--- config.mk ---
export PLATFORM = sky130hd
export DESIGN_NAME = id_ex_stage_flat
export DESIGN_NICKNAME = d
export VERILOG_FILES = /design/src/rtl/id_ex_stage_if.sv /design/src/rtl/id_ex_stage.sv /design/src/flat_wrapper.sv
export SDC_FILE = /design/constraint.sdc
export NUM_CORES = 1
export LEC_CHECK = 0
export ABC_AREA = 1
export BUFFER_PORTS_ARGS = -buffer_cell sky130_fd_sc_hd__buf_4
export CAP_MARGIN = 20
export CORE_AREA = 3 3 135 137
export DETAILED_ROUTE_END_ITERATION = 16
export DIE_AREA = 0 0 138 140
export HOLD_SLACK_MARGIN = 0.05
export PLACE_DENSITY = 0.72
export SYNTH_ARGS = -nofsm -noshare
export SYNTH_HDL_FRONTEND = slang
export SYNTH_SLANG_ARGS = --single-unit
--- constraint.sdc ---
create_clock -name clk -period 7.05 [get_ports clk]
set_input_delay 1.41 -clock clk [delete_from_list [all_inputs] [get_ports clk]]
set_output_delay 1.41 -clock clk [all_outputs]
set_load 0.005 [all_outputs]
--- src/rtl/id_ex_stage_if.sv ---
// Decode/forwarding/exec bundle around the ID/EX pipeline register.
// master drives the decode-side signals; slave is the id_ex_stage register.
interface id_ex_stage_if #(
  parameter int XLEN    = 32,
  parameter int RADDR_W = 5,
  parameter int CTRL_W  = 16
);
  logic               id_valid;
  logic               id_ready;
  logic [XLEN-1:0]    id_pc;
  logic [RADDR_W-1:0] id_rs1_src;
  logic [RADDR_W-1:0] id_rs2_src;
  logic [RADDR_W-1:0] id_rd_src;
  logic               id_rd_we;
  logic               id_is_load;
  logic [XLEN-1:0]    id_rs1_val;
  logic [XLEN-1:0]    id_rs2_val;
  logic [XLEN-1:0]    id_imm;
  logic [CTRL_W-1:0]  id_ctrl;
  logic               is_fwd_rs1;
  logic               is_fwd_rs2;
  logic [XLEN-1:0]    fwd_val;
  logic               ex_flush;
  logic               ex_ready;
  logic               ex_valid;
  logic [XLEN-1:0]    ex_pc;
  logic [XLEN-1:0]    ex_imm;
  logic [XLEN-1:0]    ex_rs1_val;
  logic [XLEN-1:0]    ex_rs2_val;
  logic [RADDR_W-1:0] ex_rd_src;
  logic               ex_rd_we;
  logic               ex_is_load;
  logic [CTRL_W-1:0]  ex_ctrl;

  modport master (
    output id_valid, id_pc, id_rs1_src, id_rs2_src, id_rd_src, id_rd_we, id_is_load,
           id_rs1_val, id_rs2_val, id_imm, id_ctrl, is_fwd_rs1, is_fwd_rs2, fwd_val,
           ex_flush, ex_ready,
    input  id_ready, ex_valid, ex_pc, ex_imm, ex_rs1_val, ex_rs2_val, ex_rd_src,
           ex_rd_we, ex_is_load, ex_ctrl
  );

  modport slave (
    input  id_valid, id_pc, id_rs1_src, id_rs2_src, id_rd_src, id_rd_we, id_is_load,
           id_rs1_val, id_rs2_val, id_imm, id_ctrl, is_fwd_rs1, is_fwd_rs2, fwd_val,
           ex_flush, ex_ready,
    output id_ready, ex_valid, ex_pc, ex_imm, ex_rs1_val, ex_rs2_val, ex_rd_src,
           ex_rd_we, ex_is_load, ex_ctrl
  );
endinterface

--- src/rtl/id_ex_stage.sv ---
// rv32i ID/EX pipeline register: operand bypass capture, one-bubble load-use stall,
// exec backpressure and flush. Optional FWD_X0_GUARD_EN forces x0 operands to zero.
module id_ex_stage #(
  parameter int XLEN    = 32,
  parameter int RADDR_W = 5,
  parameter int CTRL_W  = 16
) (
  input logic         clk,
  input logic         rst,
  id_ex_stage_if.slave bus
);
  typedef enum logic {RUN, LU_BUBBLE} state_t;

  state_t             state, state_nx;
  logic               adv, hz, do_load, do_hold;
  logic [XLEN-1:0]    op1, op2;

  logic               ex_valid_q;
  logic [XLEN-1:0]    ex_pc_q, ex_imm_q, ex_rs1_q, ex_rs2_q;
  logic [RADDR_W-1:0] ex_rd_q;
  logic               ex_we_q, ex_ld_q;
  logic [CTRL_W-1:0]  ex_ctrl_q;

  always_comb begin
`ifdef FWD_X0_GUARD_EN
    op1 = (bus.id_rs1_src == '0) ? '0 : (bus.is_fwd_rs1 ? bus.fwd_val : bus.id_rs1_val);
    op2 = (bus.id_rs2_src == '0) ? '0 : (bus.is_fwd_rs2 ? bus.fwd_val : bus.id_rs2_val);
`else
    op1 = bus.is_fwd_rs1 ? bus.fwd_val : bus.id_rs1_val;
    op2 = bus.is_fwd_rs2 ? bus.fwd_val : bus.id_rs2_val;
`endif
  end

  always_ff @(posedge clk or posedge rst) begin
    if (rst) state <= RUN;
    else     state <= state_nx;
  end

  // LU_BUBBLE always leaves after one cycle: ex_valid is 0 there, so adv holds.
  always_comb begin
    state_nx = RUN;
    case (state)
      RUN:       if (!bus.ex_flush && adv && hz) state_nx = LU_BUBBLE;
      LU_BUBBLE: state_nx = RUN;
      default:   state_nx = RUN;
    endcase
  end

  always_comb begin
    adv = !ex_valid_q || bus.ex_ready;
    hz  = (state == RUN) && ex_valid_q && ex_ld_q && ex_we_q && (ex_rd_q != '0) &&
          bus.id_valid && ((ex_rd_q == bus.id_rs1_src) || (ex_rd_q == bus.id_rs2_src));
    bus.id_ready = bus.ex_flush || (adv && !hz);
    do_hold      = !bus.ex_flush && !adv;
    do_load      = !bus.ex_flush && adv && !hz && bus.id_valid;
  end

  // Flush, hazard bubble and idle decode all collapse to "not holding, not loading".
  always_ff @(posedge clk or posedge rst) begin
    if (rst) begin
      ex_valid_q <= 1'b0;
      ex_pc_q    <= '0;
      ex_imm_q   <= '0;
      ex_rs1_q   <= '0;
      ex_rs2_q   <= '0;
      ex_rd_q    <= '0;
      ex_we_q    <= 1'b0;
      ex_ld_q    <= 1'b0;
      ex_ctrl_q  <= '0;
    end else if (!do_hold) begin
      ex_valid_q <= do_load;
      if (do_load) begin
        ex_pc_q   <= bus.id_pc;
        ex_imm_q  <= bus.id_imm;
        ex_rs1_q  <= op1;
        ex_rs2_q  <= op2;
        ex_rd_q   <= bus.id_rd_src;
        ex_we_q   <= bus.id_rd_we;
        ex_ld_q   <= bus.id_is_load;
        ex_ctrl_q <= bus.id_ctrl;
      end
    end
  end

  always_comb begin
    bus.ex_valid   = ex_valid_q;
    bus.ex_pc      = ex_pc_q;
    bus.ex_imm     = ex_imm_q;
    bus.ex_rs1_val = ex_rs1_q;
    bus.ex_rs2_val = ex_rs2_q;
    bus.ex_rd_src  = ex_rd_q;
    bus.ex_rd_we   = ex_we_q;
    bus.ex_is_load = ex_ld_q;
    bus.ex_ctrl    = ex_ctrl_q;
  end
endmodule

--- src/flat_wrapper.sv ---
// flat-port wrapper written by rule: the top's interface ports become plain ports
module id_ex_stage_flat 
#(
  parameter int XLEN    = 32,
  parameter int RADDR_W = 5,
  parameter int CTRL_W  = 16
)
  (clk, rst, bus_id_valid, bus_id_pc, bus_id_rs1_src, bus_id_rs2_src, bus_id_rd_src, bus_id_rd_we, bus_id_is_load, bus_id_rs1_val, bus_id_rs2_val, bus_id_imm, bus_id_ctrl, bus_is_fwd_rs1, bus_is_fwd_rs2, bus_fwd_val, bus_ex_flush, bus_ex_ready, bus_id_ready, bus_ex_valid, bus_ex_pc, bus_ex_imm, bus_ex_rs1_val, bus_ex_rs2_val, bus_ex_rd_src, bus_ex_rd_we, bus_ex_is_load, bus_ex_ctrl);
  id_ex_stage_if #(.XLEN(XLEN), .RADDR_W(RADDR_W), .CTRL_W(CTRL_W)) bus_i ();
  input logic clk;
  input logic rst;
  input wire logic [$bits(bus_i.id_valid)-1:0] bus_id_valid;
  input wire logic [$bits(bus_i.id_pc)-1:0] bus_id_pc;
  input wire logic [$bits(bus_i.id_rs1_src)-1:0] bus_id_rs1_src;
  input wire logic [$bits(bus_i.id_rs2_src)-1:0] bus_id_rs2_src;
  input wire logic [$bits(bus_i.id_rd_src)-1:0] bus_id_rd_src;
  input wire logic [$bits(bus_i.id_rd_we)-1:0] bus_id_rd_we;
  input wire logic [$bits(bus_i.id_is_load)-1:0] bus_id_is_load;
  input wire logic [$bits(bus_i.id_rs1_val)-1:0] bus_id_rs1_val;
  input wire logic [$bits(bus_i.id_rs2_val)-1:0] bus_id_rs2_val;
  input wire logic [$bits(bus_i.id_imm)-1:0] bus_id_imm;
  input wire logic [$bits(bus_i.id_ctrl)-1:0] bus_id_ctrl;
  input wire logic [$bits(bus_i.is_fwd_rs1)-1:0] bus_is_fwd_rs1;
  input wire logic [$bits(bus_i.is_fwd_rs2)-1:0] bus_is_fwd_rs2;
  input wire logic [$bits(bus_i.fwd_val)-1:0] bus_fwd_val;
  input wire logic [$bits(bus_i.ex_flush)-1:0] bus_ex_flush;
  input wire logic [$bits(bus_i.ex_ready)-1:0] bus_ex_ready;
  output wire logic [$bits(bus_i.id_ready)-1:0] bus_id_ready;
  output wire logic [$bits(bus_i.ex_valid)-1:0] bus_ex_valid;
  output wire logic [$bits(bus_i.ex_pc)-1:0] bus_ex_pc;
  output wire logic [$bits(bus_i.ex_imm)-1:0] bus_ex_imm;
  output wire logic [$bits(bus_i.ex_rs1_val)-1:0] bus_ex_rs1_val;
  output wire logic [$bits(bus_i.ex_rs2_val)-1:0] bus_ex_rs2_val;
  output wire logic [$bits(bus_i.ex_rd_src)-1:0] bus_ex_rd_src;
  output wire logic [$bits(bus_i.ex_rd_we)-1:0] bus_ex_rd_we;
  output wire logic [$bits(bus_i.ex_is_load)-1:0] bus_ex_is_load;
  output wire logic [$bits(bus_i.ex_ctrl)-1:0] bus_ex_ctrl;
  assign bus_i.id_valid = bus_id_valid;
  assign bus_i.id_pc = bus_id_pc;
  assign bus_i.id_rs1_src = bus_id_rs1_src;
  assign bus_i.id_rs2_src = bus_id_rs2_src;
  assign bus_i.id_rd_src = bus_id_rd_src;
  assign bus_i.id_rd_we = bus_id_rd_we;
  assign bus_i.id_is_load = bus_id_is_load;
  assign bus_i.id_rs1_val = bus_id_rs1_val;
  assign bus_i.id_rs2_val = bus_id_rs2_val;
  assign bus_i.id_imm = bus_id_imm;
  assign bus_i.id_ctrl = bus_id_ctrl;
  assign bus_i.is_fwd_rs1 = bus_is_fwd_rs1;
  assign bus_i.is_fwd_rs2 = bus_is_fwd_rs2;
  assign bus_i.fwd_val = bus_fwd_val;
  assign bus_i.ex_flush = bus_ex_flush;
  assign bus_i.ex_ready = bus_ex_ready;
  assign bus_id_ready = bus_i.id_ready;
  assign bus_ex_valid = bus_i.ex_valid;
  assign bus_ex_pc = bus_i.ex_pc;
  assign bus_ex_imm = bus_i.ex_imm;
  assign bus_ex_rs1_val = bus_i.ex_rs1_val;
  assign bus_ex_rs2_val = bus_i.ex_rs2_val;
  assign bus_ex_rd_src = bus_i.ex_rd_src;
  assign bus_ex_rd_we = bus_i.ex_rd_we;
  assign bus_ex_is_load = bus_i.ex_is_load;
  assign bus_ex_ctrl = bus_i.ex_ctrl;
  id_ex_stage #(.XLEN(XLEN), .RADDR_W(RADDR_W), .CTRL_W(CTRL_W)) u_core (.clk(clk), .rst(rst), .bus(bus_i));
endmodule
==> impl_results.md <==
* Status: complete, no violations
* Worst Hold Class: flip-flop to flip-flop
* Antenna diodes at 0
* Cell Area, Synth at 0.00698 mm^2
* Kind of critical path: input pin to output port
* Rows at 48
* Crit-path cells: buf_4 -> nand2_1 -> inv_1 -> nor2_1 -> nor2_1 -> nand3_1 -> nand2_1 -> nand2_4 -> nand2_1 -> nand2_1 -> buf_4
* Worst-Skew Late Latency at 420 ps
* Fmax achieved at around 240 MHz
* CP required at 5640 ps
* CP peak stage delay at 620 ps
* Period minus WS final at approximately 4200 ps
* Pwr Total at about 2.7 mW
* Leakage power at roughly 5.7 nW
* H-tree levels at 4
* Worst Tran Pin Value at 1070 ps
* Setup WS pre-CTS at 2800 ps
* DRT iter0 DRCs at roughly 440
* Sum Neg Setup Slack at 0 ps
* Post-CTS sizing at 0
* Critical path startpoint category: input pin
* CTS tree: built
* Period utilisation layout at 60.3%
* DIE HEIGHT at 140 um
* Area growth, synth to finish at 48.3%
* Final slew viol count at 0
* Post-synth EDFFs at 0
* PortBufs at 352
* Clk sinks at 153
* Routed Antenna Nets at 0
* DRC violation count after routing at 0
* Setup bufs post-CTS at 0
* Hold WS at 445 ps
* First-pass GRT wire length at around 36000 um
* Ports at approximately 350
* Synth top area share at roughly 55%
* CP dominant cell by count: nand2_1
* Main flop type after synthesis: dfrtp_1
* Pre-antenna DRT Iters at 4
* Yosys cell types at 19
* Worst vdd ir at 0.161 mV
* Worst Clk Skew at 8.64 ps
* CTS hold repair buffers at 0
* Asr flop ratio synth at 100%
* Area contributors post-synth: dfrtp_1 (55%), nand2_1 (18%), nand3_1 (11%)
* RSZ-0062 raised after global routing: no
* Root Buffer: clkbuf_16
* Routed via count at roughly 6.6k
* Top delay family on crit path: simple AND/OR/NAND/NOR gates
* DR WL/cell at between 15 and 20 um
* Slew margin rel. at 28.8%
* Total routed wirelength at 22900 um
* Cell taking the most area after synthesis: dfrtp_1
* Vias in the first global route at between 6k and 7k
* Syn_nets at 992
* CORE AREA at 0.0172 mm^2
* Initial antenna violation count at 0
* Final setup fails at 0
* Crit path buf inv count at 3
* Crit path max-delay cell type: nand2_4
* Data arrival, critical path at between 2000 and 3000 ps
* Synth warnings at 0
* Hold Fails Final Rpt at 0
* Grt total ovfl at 0
* Share of layout cells above drive strength 1 at about two fifths
* Vias per cell at 4.89
* Pwr dens at 259 mW/mm^2
* Seq/Total Area, Yosys at 54.9%
* Most common cell in the netlist: nand2_1
* Initial Util at 40.6%
* Die Width at 138 um
* Cells after synthesis at around 800
* Max Cap Viol at 0
* CP Max Fanout at 78
* GP Congestion at 0.894
* GRT Overall Usage at 23.4%
* Fin worst setup slack at 2800 ps
* Post-DP HPWL at between 15000 and 20000 um
* Mapped Avg Cell Area at a little under 9 um^2
* Total Die Area at 0.0193 mm^2
* Yosys reg bits at 153
* Largest net degree at the start of global routing at 103
* Most instantiated cells after synthesis: nand2_1 (330), dfrtp_1 (153), nand3_1 (153)
* Bufs on Longest Clock Path at 2
* CTS buffer count at 17
* Crit path capture type: output port
* CTS clk-pin slew, worst paths at 60 ps
* Final net count at 1313
## cells by family after synthesis
logic type,Yosys count,synth area share (%)
xor gates and xnor gates,2,0.251
muxes,64,10.3
AOI/OAI and AO/OA,1,0.0717
DFF,153,54.9
and+or+nand+nor,497,29.8
buffers and inverters,75,4.65
## flip-flops by register name, summed over array words and instances (netlist names)
| name | count |
|---|---|
| u_core.bus.ex_ctrl | 16 |
| u_core.bus.ex_imm | 32 |
| u_core.bus.ex_is_load | 1 |
| u_core.bus.ex_pc | 32 |
| u_core.bus.ex_rd_src | 5 |
| u_core.bus.ex_rd_we | 1 |
| u_core.bus.ex_rs1_val | 32 |
| u_core.bus.ex_rs2_val | 32 |
| u_core.bus.ex_valid | 1 |
| u_core.state | 1 |
## metal layers
layer | global-route usage [%] | share of wire, % | vias to the layer above | wire [um]
met2 | 40.7 | 52 | 241 | 12000
met5 | 0 | 0 | - | 0
met4 | 8.42 | 2.4 | 0 | 553
li1 | - | - | 3197 | -
met1 | 28.3 | 39 | 3126 | 8920
met3 | 5.80 | 6.4 | 38 | 1460
## cells in the final DEF (no fill, tap or decap)
cell	count
mux2_2	64
nand2_1	330
buf_4	358
o21ai_1	1
clkinvlp_4	1
bufinv_16	5
nand3_1	153
inv_6	1
clkinv_4	3
nand2_4	2
xnor2_1	2
inv_2	3
clkbuf_8	1
inv_1	15
nand4_1	2
clkbuf_1	1
nor2_4	1
clkbuf_16	17
nor2_1	8
nor3_1	1
clkinv_2	3
dfrtp_1	153
## per-stage QoR
stage | instances | util (%) | instance area, um^2
after CTS | 1350 | 60.2 | 10300
after global placement | 1319 | 56.5 | 9700
after detailed placement | 1319 | 56.5 | 9700
final | 1350 | 60.2 | 10300
after global routing | 1350 | 60.2 | 10300
after floorplan | 792 | - | 6980
## power breakdown
part	total [mW]	switching [mW]	leakage, nW	internal [mW]
combinational	0.585	0.260	3.50	0.325
clock	0.992	0.357	0.313	0.635
sequential	1.10	0.0835	1.90	1.01
total	2.68	0.700	5.71	1.97
## path summary, 6_finish.rpt
check,start,endpoint,slack [ps],cells past startpoint
setup / recovery,bus_id_rs2_src[0],bus_id_ready,2800,11
max in group asynchronous,rst,u_core.bus.ex_imm[17],4580,3
hold / removal,u_core.state,u_core.state,440,1
setup reg to reg,u_core.bus.ex_rd_src[4],u_core.bus.ex_pc[24],4010,11
min in group asynchronous,rst,u_core.bus.ex_ctrl[13],1180,2
hold reg to reg,u_core.state,u_core.state,440,1
## final cells by class
class	instances	area, um^2
clock buffers	19	443
clock inverters	12	199
fillers	1521	6830
inverters	19	76.3
multi-input cells	564	2830
flip-flops and latches	153	3830
well taps	225	282
repair buffers	358	2690
No activity file was read; power rests on OpenSTA's default activity.
